$ cat src/rtl/instr_encoder_loader.sv
// Packs instruction field bundles into 32-bit ISA words and writes them to
// consecutive instruction-memory addresses starting at a base set by start.
module instr_encoder_loader #(
    parameter int ADDR_W = 12,
    parameter int DEPTH  = 4096
) (
    input  logic              clock,
    input  logic              reset,
    input  logic              start,
    input  logic [ADDR_W-1:0] base_addr,
    input  logic              in_valid,
    output logic              in_ready,
    input  logic [4:0]        in_op,
    input  logic [4:0]        in_rd,
    input  logic [4:0]        in_rs,
    input  logic [4:0]        in_rt,
    input  logic [4:0]        in_shamt,
    input  logic [4:0]        in_aluop,
    input  logic [16:0]       in_imm,
    input  logic [26:0]       in_target,
    input  logic              in_last,
    output logic              imem_we,
    output logic [ADDR_W-1:0] imem_addr,
    output logic [31:0]       imem_data,
    output logic [ADDR_W:0]   count,
    output logic              illegal,
    output logic              done,
    output logic [1:0]        dbg_state
);

    typedef enum logic [1:0] {
        ST_IDLE = 2'd0,
        ST_RUN  = 2'd1,
        ST_DONE = 2'd2,
        ST_FULL = 2'd3
    } state_t;

    // Count value just before the write that lands on base_addr+DEPTH-1.
    localparam logic [ADDR_W:0] LP_LAST_CNT = (ADDR_W+1)'(DEPTH - 1);

    state_t              r_state;
    logic                r_ready;
    logic                r_we;
    logic [ADDR_W-1:0]   r_addr;
    logic [31:0]         r_data;
    logic [ADDR_W:0]     r_count;
    logic                r_illegal;
    logic                r_done;
    logic [ADDR_W-1:0]   r_next_addr;

    logic [31:0]         w_word;
    logic                w_legal;
    logic                w_fire;

    always_comb begin
        w_word  = 32'd0;
        w_legal = 1'b1;
        case (in_op)
            5'd0:                          w_word = {in_op, in_rd, in_rs, in_rt, in_shamt, in_aluop, 2'b00};
            5'd2, 5'd5, 5'd6, 5'd7, 5'd8:  w_word = {in_op, in_rd, in_rs, in_imm};
            5'd1, 5'd3, 5'd9, 5'd10:       w_word = {in_op, in_target};
            5'd4:                          w_word = {in_op, in_rd, 22'd0};
            default:                       w_legal = 1'b0;
        endcase
    end

    // Valid/ready: a bundle transfers on a rising edge where in_valid and
    // in_ready are both high; the producer holds fields while in_ready is low.
    assign w_fire = in_valid && r_ready;

    always_ff @(posedge clock or negedge reset) begin
        if (!reset) begin
            r_state     <= ST_IDLE;
            r_ready     <= 1'b0;
            r_we        <= 1'b0;
            r_addr      <= '0;
            r_data      <= 32'd0;
            r_count     <= '0;
            r_illegal   <= 1'b0;
            r_done      <= 1'b0;
            r_next_addr <= '0;
        end else if (start) begin
            // A handshake coinciding with start is dropped.
            r_state     <= ST_RUN;
            r_ready     <= 1'b1;
            r_we        <= 1'b0;
            r_count     <= '0;
            r_illegal   <= 1'b0;
            r_done      <= 1'b0;
            r_next_addr <= base_addr;
        end else begin
            r_we <= 1'b0;
            if (w_fire) begin
                if (w_legal) begin
                    r_we        <= 1'b1;
                    r_addr      <= r_next_addr;
                    r_data      <= w_word;
                    r_next_addr <= r_next_addr + 1'b1;
                    r_count     <= r_count + 1'b1;
                end else begin
                    r_illegal <= 1'b1;
                end
                if (w_legal && (r_count == LP_LAST_CNT)) begin
                    r_state <= ST_FULL;
                    r_ready <= 1'b0;
                    r_done  <= 1'b1;
                end else if (in_last) begin
                    r_state <= ST_DONE;
                    r_ready <= 1'b0;
                    r_done  <= 1'b1;
                end
            end
        end
    end

    assign in_ready  = r_ready;
    assign imem_we   = r_we;
    assign imem_addr = r_addr;
    assign imem_data = r_data;
    assign count     = r_count;
    assign illegal   = r_illegal;
    assign done      = r_done;
    assign dbg_state = r_state;

endmodule
$ cat config.mk
export PLATFORM = sky130hd
export DESIGN_NAME = instr_encoder_loader
export DESIGN_NICKNAME = d
export VERILOG_FILES = /design/src/rtl/instr_encoder_loader.sv
export SDC_FILE = /design/constraint.sdc
export NUM_CORES = 1
export LEC_CHECK = 0
export ABC_AREA = 1
export CAP_MARGIN = 20
export CORE_MARGIN = 3
export CORE_UTILIZATION = 40
export DETAILED_ROUTE_END_ITERATION = 10
export GPL_ROUTABILITY_DRIVEN = 0
export PLACE_DENSITY = 0.74
export SLEW_MARGIN = 20
export SYNTH_ARGS = -nofsm -noshare
export SYNTH_HDL_FRONTEND = slang
export SYNTH_SLANG_ARGS = --single-unit
$ cat constraint.sdc
create_clock -name clock -period 2.4 [get_ports clock]
set_input_delay 0.24 -clock clock [delete_from_list [all_inputs] [get_ports clock]]
set_output_delay 0.24 -clock clock [all_outputs]
set_load 0.005 [all_outputs]
==> impl_metrics.yaml, run 1 <==
power_and_ir_drop:
  powerDensity_nw_per_um2: 581
  seqPwrFrac_pct: 46.1
  clkPwrFrac_pct: 25.3
  p_int_uw: 2410
  ir_drop_mv: 0.264
  p_sw_share_pct: 29.5
  p_leak_uw: 0.00280
  switchingPower_uw: 1010
  comb_power_share_pct: 28.6
global_routing:
  first_global_vias: 3994
  overflow: 0
  antenna_found_initial: 0
  grt_start_max_net_pins: 75
  grt_pass1_wl_mm: 18.9
  grt_use_total_pct: 20.6
worst_setup_path:
  critical_path_class: "flip-flop to flip-flop"
  cp.arrival_ps: 2040
  slowest_delay_ps: 410
  path_buf_inv: 0
  critical_path_depth: 9
  cp_max_fo: 4
  end_kind: "flip-flop"
  startpoint_type: "flip-flop"
  cpMostUsedCell: "nand2_1"
  cp_top_family: "simple AND/OR/NAND/NOR gates"
  worst_ep_required_time_ps: 2640
  path_cells: "ha_1, nand2_1, nor2_1, nand3_1, or2_2, nand3_1, nand2_1, nand2_1, o21ai_2"
  reg2reg_depth: 9
  critical-path-slowest-cell: "dfrtp_1"
timing:
  setup_viol: 0
  fin_ws_ps: 600
  fin_crit_sh_pct: 75.0
  rsz0062_at_grt: "false"
  finClkSkew_ps: 11.1
  max_freq_ghz: 0.556
  finalHoldViolCount: 0
  timing.final.crit_period_ps: 1800
  tns_ps: 0
  slew_violations: 0
  relSlewSlack_pct: 38.8
  tightest_slew_ps: 919
cts:
  cts.sinks: 74
  clock_path_buffers: 2
  clk_root_buffer_cell: "clkbuf_8"
  cts_setup_buffers: 0
  clkTransAtPathRegs_ps: 80
  htree_levels: 3
  cts_tree: "built"
  clk_latency_ps: 350
  hold_buffers: 0
  numCtsBuffers: 9
  cts_resized: 0
floorplan:
  num_io_pins: 154
  die_x_um: 107
  start_util_pct: 41.3
  num_rows: 36
  die_area_um2: 11400
  fp.coreArea_um2: 9820
  die_h_um: 107
synthesis:
  syn_avg_cell_area_um2: 7.39
  syn_area_um2: 4060
  synth_seq_cells: 74
  ys_types: 30
  syn_inst: 549
  synthesis.nets: 642
  seq_area_frac_synth_pct: 45.7
  yosys_warnings: 0
place:
  place_hpwl_mm: 8.50
  io_buffers: 153
  pre_cts_ws_ps: 310
cells_and_area:
  drive_gt1_share_pct: 7.55
  n_antenna_cell: 0
  nFillCells: 933
  nets: 791
  final_common_cell: "nand2_1"
  syn2layout_area_growth_pct: 45.0
  final_cell_mix: "247 x nand2_1, 152 x clkdlybuf4s50_1, 74 x dfrtp_1"
routing:
  vias: 4085
  dr.pass1.iters: 5
  antenna_left: 0
  viasPerCell: 4.89
  wl_per_cell_um: 13.8
  drtIter0Drc: 167
  drt_wl_total_mm: 11.5
  drc: 0
run:
  drv_cap: 0
outcome:
  status: "finished clean"
hold_path:
  hold_class: "primary input to asynchronous set/reset pin"
stage by stage:
stage | std cells | cell area, um^2 | hold slack [ps] | util (%) | total power, uW
finish | 835 | 5880 | 36.9 | 59.9 | 3420
CTS | 835 | 5880 | 66.5 | 59.9 | 3450
global route | 835 | 5880 | 107 | 59.9 | 3610
detailed placement | 820 | 5710 | 446 | 58.2 | 2580
global placement | 820 | 5710 | 443 | 58.2 | 2560
floorplan | 549 | 4060 | -55.6 | - | 1950
sequential cells by signal, summed over array words and instances, names as in the netlist:
signal and count:
in_ready 1, dbg_state 2, imem_addr 12, r_next_addr 12
imem_data 32, imem_we 1, illegal 1, count 13
area by class of cell:
class                      count  area (um^2)  area share (%)
multi-input combinational    416         1920            32.6
sequential                    74         1850            31.5
timing repair buffer         165         1660            28.2
tap                          133          166            2.83
clock buffer                  10          138            2.34
inverter                      32          120            2.04
clock inverter                 5         31.3           0.532
power groups by stage:
stage	Combinational, uW	Sequential (uW)	Clock [uW]
4_1_cts	993	1580	878
6_report	977	1570	866
5_1_grt	1080	1600	923
2_1_floorplan	360	1590	0
3_5_place_dp	989	1590	0
3_3_place_gp	972	1590	0
cells by family (layout without fill, tap and decap cells):
kind of cell | Yosys count | after routing | synth area share, %
adders and majority gates | 2 | 2 | 0.617
and+or+nand+nor | 335 | 335 | 34.0
AOI/OAI and AO/OA | 66 | 66 | 9.84
xor gates and xnor gates | 13 | 13 | 2.81
buffers and inverters | 59 | 212 | 7.07
DFF | 74 | 74 | 45.7
final timing paths:
path	startpoint	endpoint	slack, ps
setup / recovery	r_next_addr[1]	r_next_addr[10]	600
setup reg to reg	r_next_addr[1]	r_next_addr[10]	600
hold / removal	reset	imem_addr[0]	40
min in group clock	imem_data[13]	imem_data[13]	480
max in group asynchronous	reset	imem_data[8]	1770
hold reg to reg	imem_data[13]	imem_data[13]	480
per-layer routing:
metal	part of all wire, %	up-vias	global-route usage [%]
met5	0	-	0
met4	2.3	0	8.86
met3	9.9	24	6.80
met2	46	180	33.0
met1	42	1847	25.4
li1	-	2034	-
Yosys cell counts:
cell / instances / area, um^2
a22oi_1: 7 / 52.6
a31oi_1: 2 / 12.5
buf_1: 1 / 3.75
buf_2: 9 / 45.0
buf_4: 2 / 15.0
buf_6: 6 / 67.6
clkbuf_1: 8 / 30.0
clkbuf_2: 1 / 5.00
clkinv_1: 1 / 3.75
dfrtp_1: 74 / 1850
ha_1: 2 / 25.0
inv_1: 26 / 97.6
inv_2: 5 / 18.8
nand2_1: 247 / 927
nand2_2: 1 / 6.26
nand3_1: 51 / 255
nand3_2: 2 / 20.0
nand3_4: 1 / 17.5
nand4_1: 2 / 12.5
nor2_1: 21 / 78.8
nor2_2: 3 / 18.8
nor2_4: 1 / 11.3
nor3_1: 5 / 25.0
o211ai_1: 1 / 7.51
o21a_1: 2 / 15.0
o21ai_0: 43 / 215
o21ai_2: 11 / 96.3
or2_2: 1 / 6.26
xnor2_1: 2 / 17.5
xor2_1: 11 / 96.3
Power figures use the tool's default switching activity.
==> run 2, diff against run 1 <==
clock period = 1.7 ns   (was 2.4 ns; I/O delays follow)
==> impl_metrics.yaml, run 2 (synthesis gave the netlist of run 1 again) <==
floorplan:
  fp.coreArea_um2: 9820
  start_util_pct: 41.3
  die_area_um2: 11400
  num_io_pins: 154
  die_x_um: 107
  die_h_um: 107
  num_rows: 36
timing:
  tightest_slew_ps: 402
  finClkSkew_ps: 12.2
  finalHoldViolCount: 0
  relSlewSlack_pct: 73.2
  max_freq_ghz: 0.619
  setup_viol: 0
  timing.final.crit_period_ps: 1610
  fin_crit_sh_pct: 95.0
  rsz0062_at_grt: "true"
  slew_violations: 0
place:
  place_hpwl_mm: 8.89
  placed_area_um2: 5910
  io_buffers: 153
worst_setup_path:
  worstReg2RegEnd: "in_ready"
  r2r_start: "count[1]"
  slowest_delay_ps: 440
  cp_max_fo: 3
  worst_ep_required_time_ps: 1530
  reg2reg_slack_ps: 90
  critical_path_class: "flip-flop to output port"
  critical-path-slowest-cell: "clkdlybuf4s50_1"
  end_kind: "output port"
  cp.arrival_ps: 1440
  cpMostUsedCell: "buf_4"
  reg2reg_depth: 10
  path_buf_inv: 3
  path_cells: "buf_4, buf_4, clkdlybuf4s50_1"
  cp_top_family: "buffers and inverters"
  startpoint_type: "flip-flop"
routing:
  dr.pass1.iters: 6
  antenna_left: 0
  wl_per_cell_um: 13.8
  viasPerCell: 4.91
  vias: 4223
  drc: 0
  drt_wl_total_mm: 11.8
  drtIter0Drc: 200
hold_path:
  worstHoldPathCells: 3
  hp-start: "in_op[0]"
  hold-path-endpoint: "imem_data[27]"
  hold_class: "primary input to flip-flop"
global_routing:
  antenna_found_initial: 0
  grt_start_max_net_pins: 46
  first_global_vias: 3953
  overflow: 0
  grt_pass1_wl_mm: 18.9
  grt_use_total_pct: 20.8
cts:
  cts_tree: "built"
  htree_levels: 3
  clk_root_buffer_cell: "clkbuf_8"
  clock_path_buffers: 2
  clk_latency_ps: 350
  clkTransAtPathRegs_ps: 70
  numCtsBuffers: 9
  cts.sinks: 74
cells_and_area:
  syn2layout_area_growth_pct: 53.2
  final_common_cell: "nand2_1"
  fin_util_pct: 63.3
  drive_gt1_share_pct: 11.7
  final_cell_mix: "245 x nand2_1, 148 x clkdlybuf4s50_1, 74 x dfrtp_1"
  largest_register_ffs: 32
  design_area_um2: 6210
  n_antenna_cell: 0
  nets: 815
power_and_ir_drop:
  p_leak_uw: 0.00300
  ir_drop_mv: 0.385
  powerDensity_nw_per_um2: 812
run:
  drv_cap: 0
outcome:
  status: "finished clean"
run 2: changes by cell type in the layout (fill, tap and decap cells not counted), moves of 2 or more:
cell,before,now
nand3_1,51,49
clkdlybuf4s50_1,152,148
nor2_1,21,18
buf_4,10,28
nor3_1,5,3
nand2_2,1,3
nor2_2,3,6
clkbuf_1,0,2
dlymetal6s2s_1,0,4
buf_12,3,8
nand2_1,247,245
clkinv_2,3,1
run 2: layout make-up:
type / instances / area [um^2]
Multi-Input combinational cell: 416 / 1970
Timing Repair Buffer: 189 / 1910
Clock inverter: 4 / 51.3
Inverter: 32 / 120
Tap cell: 133 / 166
Clock buffer: 12 / 145
Sequential cell: 74 / 1850
Fill cell: 864 / 3610
run 2: how the worst max path moves through the flow:
stage | depth (start not counted) | end | from | slack (ps)
after global routing | 10 | dbg_state[0] | count[0] | -20
final | 3 | count[1] | count[1] | 90
after CTS | 12 | r_next_addr[6] | in_op[0] | 50
after detailed placement | 12 | r_next_addr[6] | in_op[0] | -320
after global placement | 12 | imem_data[22] | in_op[1] | -200
after floorplan | 10 | in_ready | count[0] | 10
run 2: what timing repair did:
| item | in CTS | in global routing |
|---|---|---|
| setup buffers | 0 | 5 |
| gates resized for setup | 1 | 15 |
| pin swaps | 0 | 3 |
| endpoints found under the setup margin | 3 | 70 |
| cloned | 0 | 0 |
| hold buffers | 1 | 0 |
| endpoints found under the hold margin | 29 | 0 |
run 2: report_power, final:
group	switching [uW]	leakage, uW	internal [uW]
logic	603	0.00192	852
clock network	651	0.0000966	720
registers	179	0.000981	2040
run 2: per-layer routing:
metal	track usage [%]	up-vias	wire, um
li1	-	2095	-
met1	25.3	1930	4720
met2	33.5	184	5740
met3	7.34	14	1190
met4	8.40	0	189
met5	0	-	0
run 2: stage by stage:
step / total power (uW) / hold slack, ps / setup TNS [ps] / worst slack [ps] / std cells
2_1_floorplan: 2750 / -126 / 0 / 9.94 / 549
4_1_cts: 5080 / 306 / 0 / 45.5 / 855
5_1_grt: 5350 / 265 / -20.2 / -20.2 / 860
3_5_place_dp: 3690 / 127 / -19500 / -318 / 838
3_3_place_gp: 3650 / 119 / -12520 / -198 / 838
6_report: 5050 / 258 / 0 / 85.1 / 860
run 2: worst reg2reg max path: cells and delay by family (launching register included):
| kind | cells | cell delay [ps] |
|---|---|---|
| flip-flops | 1 | 370 |
| adder cells (fa/ha/maj) | 1 | 220 |
| AND/OR/NAND/NOR | 9 | 900 |
==> run 3, diff against run 2 <==
PLACE_DENSITY = 0.8   (was 0.74)
==> impl_metrics.yaml, run 3 (synthesis gave the netlist of run 1 again) <==
routing:
  wl_per_cell_um: 13.8
  drt_wl_total_mm: 11.8
  drtIter0Drc: 313
  highest_layer: "met4"
  wl_met2_mm: 5.79
  vias: 4193
  drc: 0
  wl_met3_mm: 1.19
  viasPerCell: 4.90
  wl_met1_mm: 4.69
  dr.pass1.iters: 5
  antenna_left: 0
worst_setup_path:
  slowest_delay_ps: 350
  path_cells: "ha_1, nand3_1, nor3_2, nand3_2, nor2_2, nand2_1, nand2_1, nand2_1, nand2_1, nand2_1"
  startpoint_type: "flip-flop"
  end_kind: "flip-flop"
  cp_max_fo: 3
  critical_path_class: "flip-flop to flip-flop"
  cp.arrival_ps: 1790
  critical-path-slowest-cell: "dfrtp_1"
  cpMostUsedCell: "nand2_1"
  worst_ep_required_time_ps: 1930
place:
  dp.cells: 839
  place_hpwl_mm: 9.09
  io_buffers: 153
cells_and_area:
  syn2layout_area_growth_pct: 52.0
  final_cell_mix: "247 x nand2_1, 148 x clkdlybuf4s50_1, 74 x dfrtp_1"
  final_common_cell: "nand2_1"
  drive_gt1_share_pct: 11.2
  largest_register_ffs: 32
  fin_cells: 856
  nets: 812
  nFillCells: 908
  multi_input_area_um2: 1950
  n_antenna_cell: 0
  regArea_um2: 1850
timing:
  tightest_slew_ps: 284
  tns_ps: 0
  timing.final.crit_period_ps: 1560
  rsz0062_at_grt: "true"
  finalHoldViolCount: 0
  finClkSkew_ps: 8.43
  slew_violations: 0
  fin_crit_sh_pct: 91.8
  relSlewSlack_pct: 80.9
  setup_viol: 0
  max_freq_ghz: 0.641
outcome:
  status: "finished clean"
power_and_ir_drop:
  seqPwrFrac_pct: 44.2
  comb_power_share_pct: 28.9
  p_int_uw: 3590
  switchingPower_uw: 1430
  ir_drop_mv: 0.503
  p_leak_uw: 0.00296
  powerDensity_nw_per_um2: 814
  p_sw_share_pct: 28.4
  clkPwrFrac_pct: 26.9
cts:
  clock_path_buffers: 2
  clk_latency_ps: 340
  cts_tree: "built"
  htree_levels: 3
  numCtsBuffers: 9
  cts.sinks: 74
  clk_root_buffer_cell: "clkbuf_8"
  clkTransAtPathRegs_ps: 70
floorplan:
  die_h_um: 107
  die_x_um: 107
  num_rows: 36
  start_util_pct: 41.3
  die_area_um2: 11400
  fp.coreArea_um2: 9820
  num_io_pins: 154
global_routing:
  grt_start_max_net_pins: 56
  grt_use_total_pct: 21.7
  overflow: 0
  grt_pass1_wl_mm: 19.9
  antenna_found_initial: 0
  first_global_vias: 4206
hold_path:
  hold_class: "primary input to flip-flop"
run:
  drv_cap: 0
[run 3: repair_timing]
item | CTS | global route
hold endpoints to repair | 19 | 0
gates resized for setup | 1 | 11
hold buffers | 1 | 0
pin swaps | 0 | 0
setup buffers | 0 | 1
endpoints found under the setup margin | 5 | 73
[run 3: final timing paths]
| check | start | end | slack (ps) | cells after the start |
|---|---|---|---|---|
| worst max register to register | count[1] | in_ready | 140 | 10 |
| max in group asynchronous | reset | count[0] | 860 | 3 |
| worst max-delay path | count[1] | in_ready | 140 | 10 |
| worst min register to register | imem_data[28] | imem_data[28] | 480 | 2 |
| worst min-delay path | in_op[0] | imem_data[27] | 260 | 3 |
| min in group asynchronous | reset | imem_data[23] | 270 | 2 |
[run 3: cell type report]
cell class | instances | area share, %
Clock inverter | 5 | 0.893
Timing Repair Buffer | 186 | 30.6
Sequential cell | 74 | 30.0
Inverter | 32 | 1.95
Tap cell | 133 | 2.70
Clock buffer | 10 | 2.23
Multi-Input combinational cell | 416 | 31.6
[run 3: power groups by stage]
stage	registers [uW]	logic, uW	clock network, uW
2_1_floorplan	2240	508	0
3_3_place_gp	2240	1410	0
3_5_place_dp	2250	1440	0
4_1_cts	2220	1450	1400
5_1_grt	2260	1600	1470
6_report	2210	1450	1350
[run 3: through the flow]
step	util (%)	area [um^2]	setup slack (ps)	power (uW)	hold WS, ps
3_5_place_dp	60.3	5920	-376	3690	69.8
4_1_cts	62.3	6120	20.8	5060	262
6_report	62.8	6160	140	5010	260
2_1_floorplan	-	4060	9.94	2750	-126
5_1_grt	62.8	6160	-6.71	5330	285
3_3_place_gp	60.3	5920	-190	3640	65.8
[run 3: routing by layer]
layer  global-route usage [%]  vias up
li1                         -     2090
met5                        0        -
met2                     36.5      174
met4                     5.84        0
met1                     26.5     1913
met3                     7.53       16
[run 3: worst max-delay path: cells and delay by family (launching register included)]
family                     cells  cell delay [ps]
and+or+nand+nor                9              910
adders and majority gates      1              190
DFF                            1              350
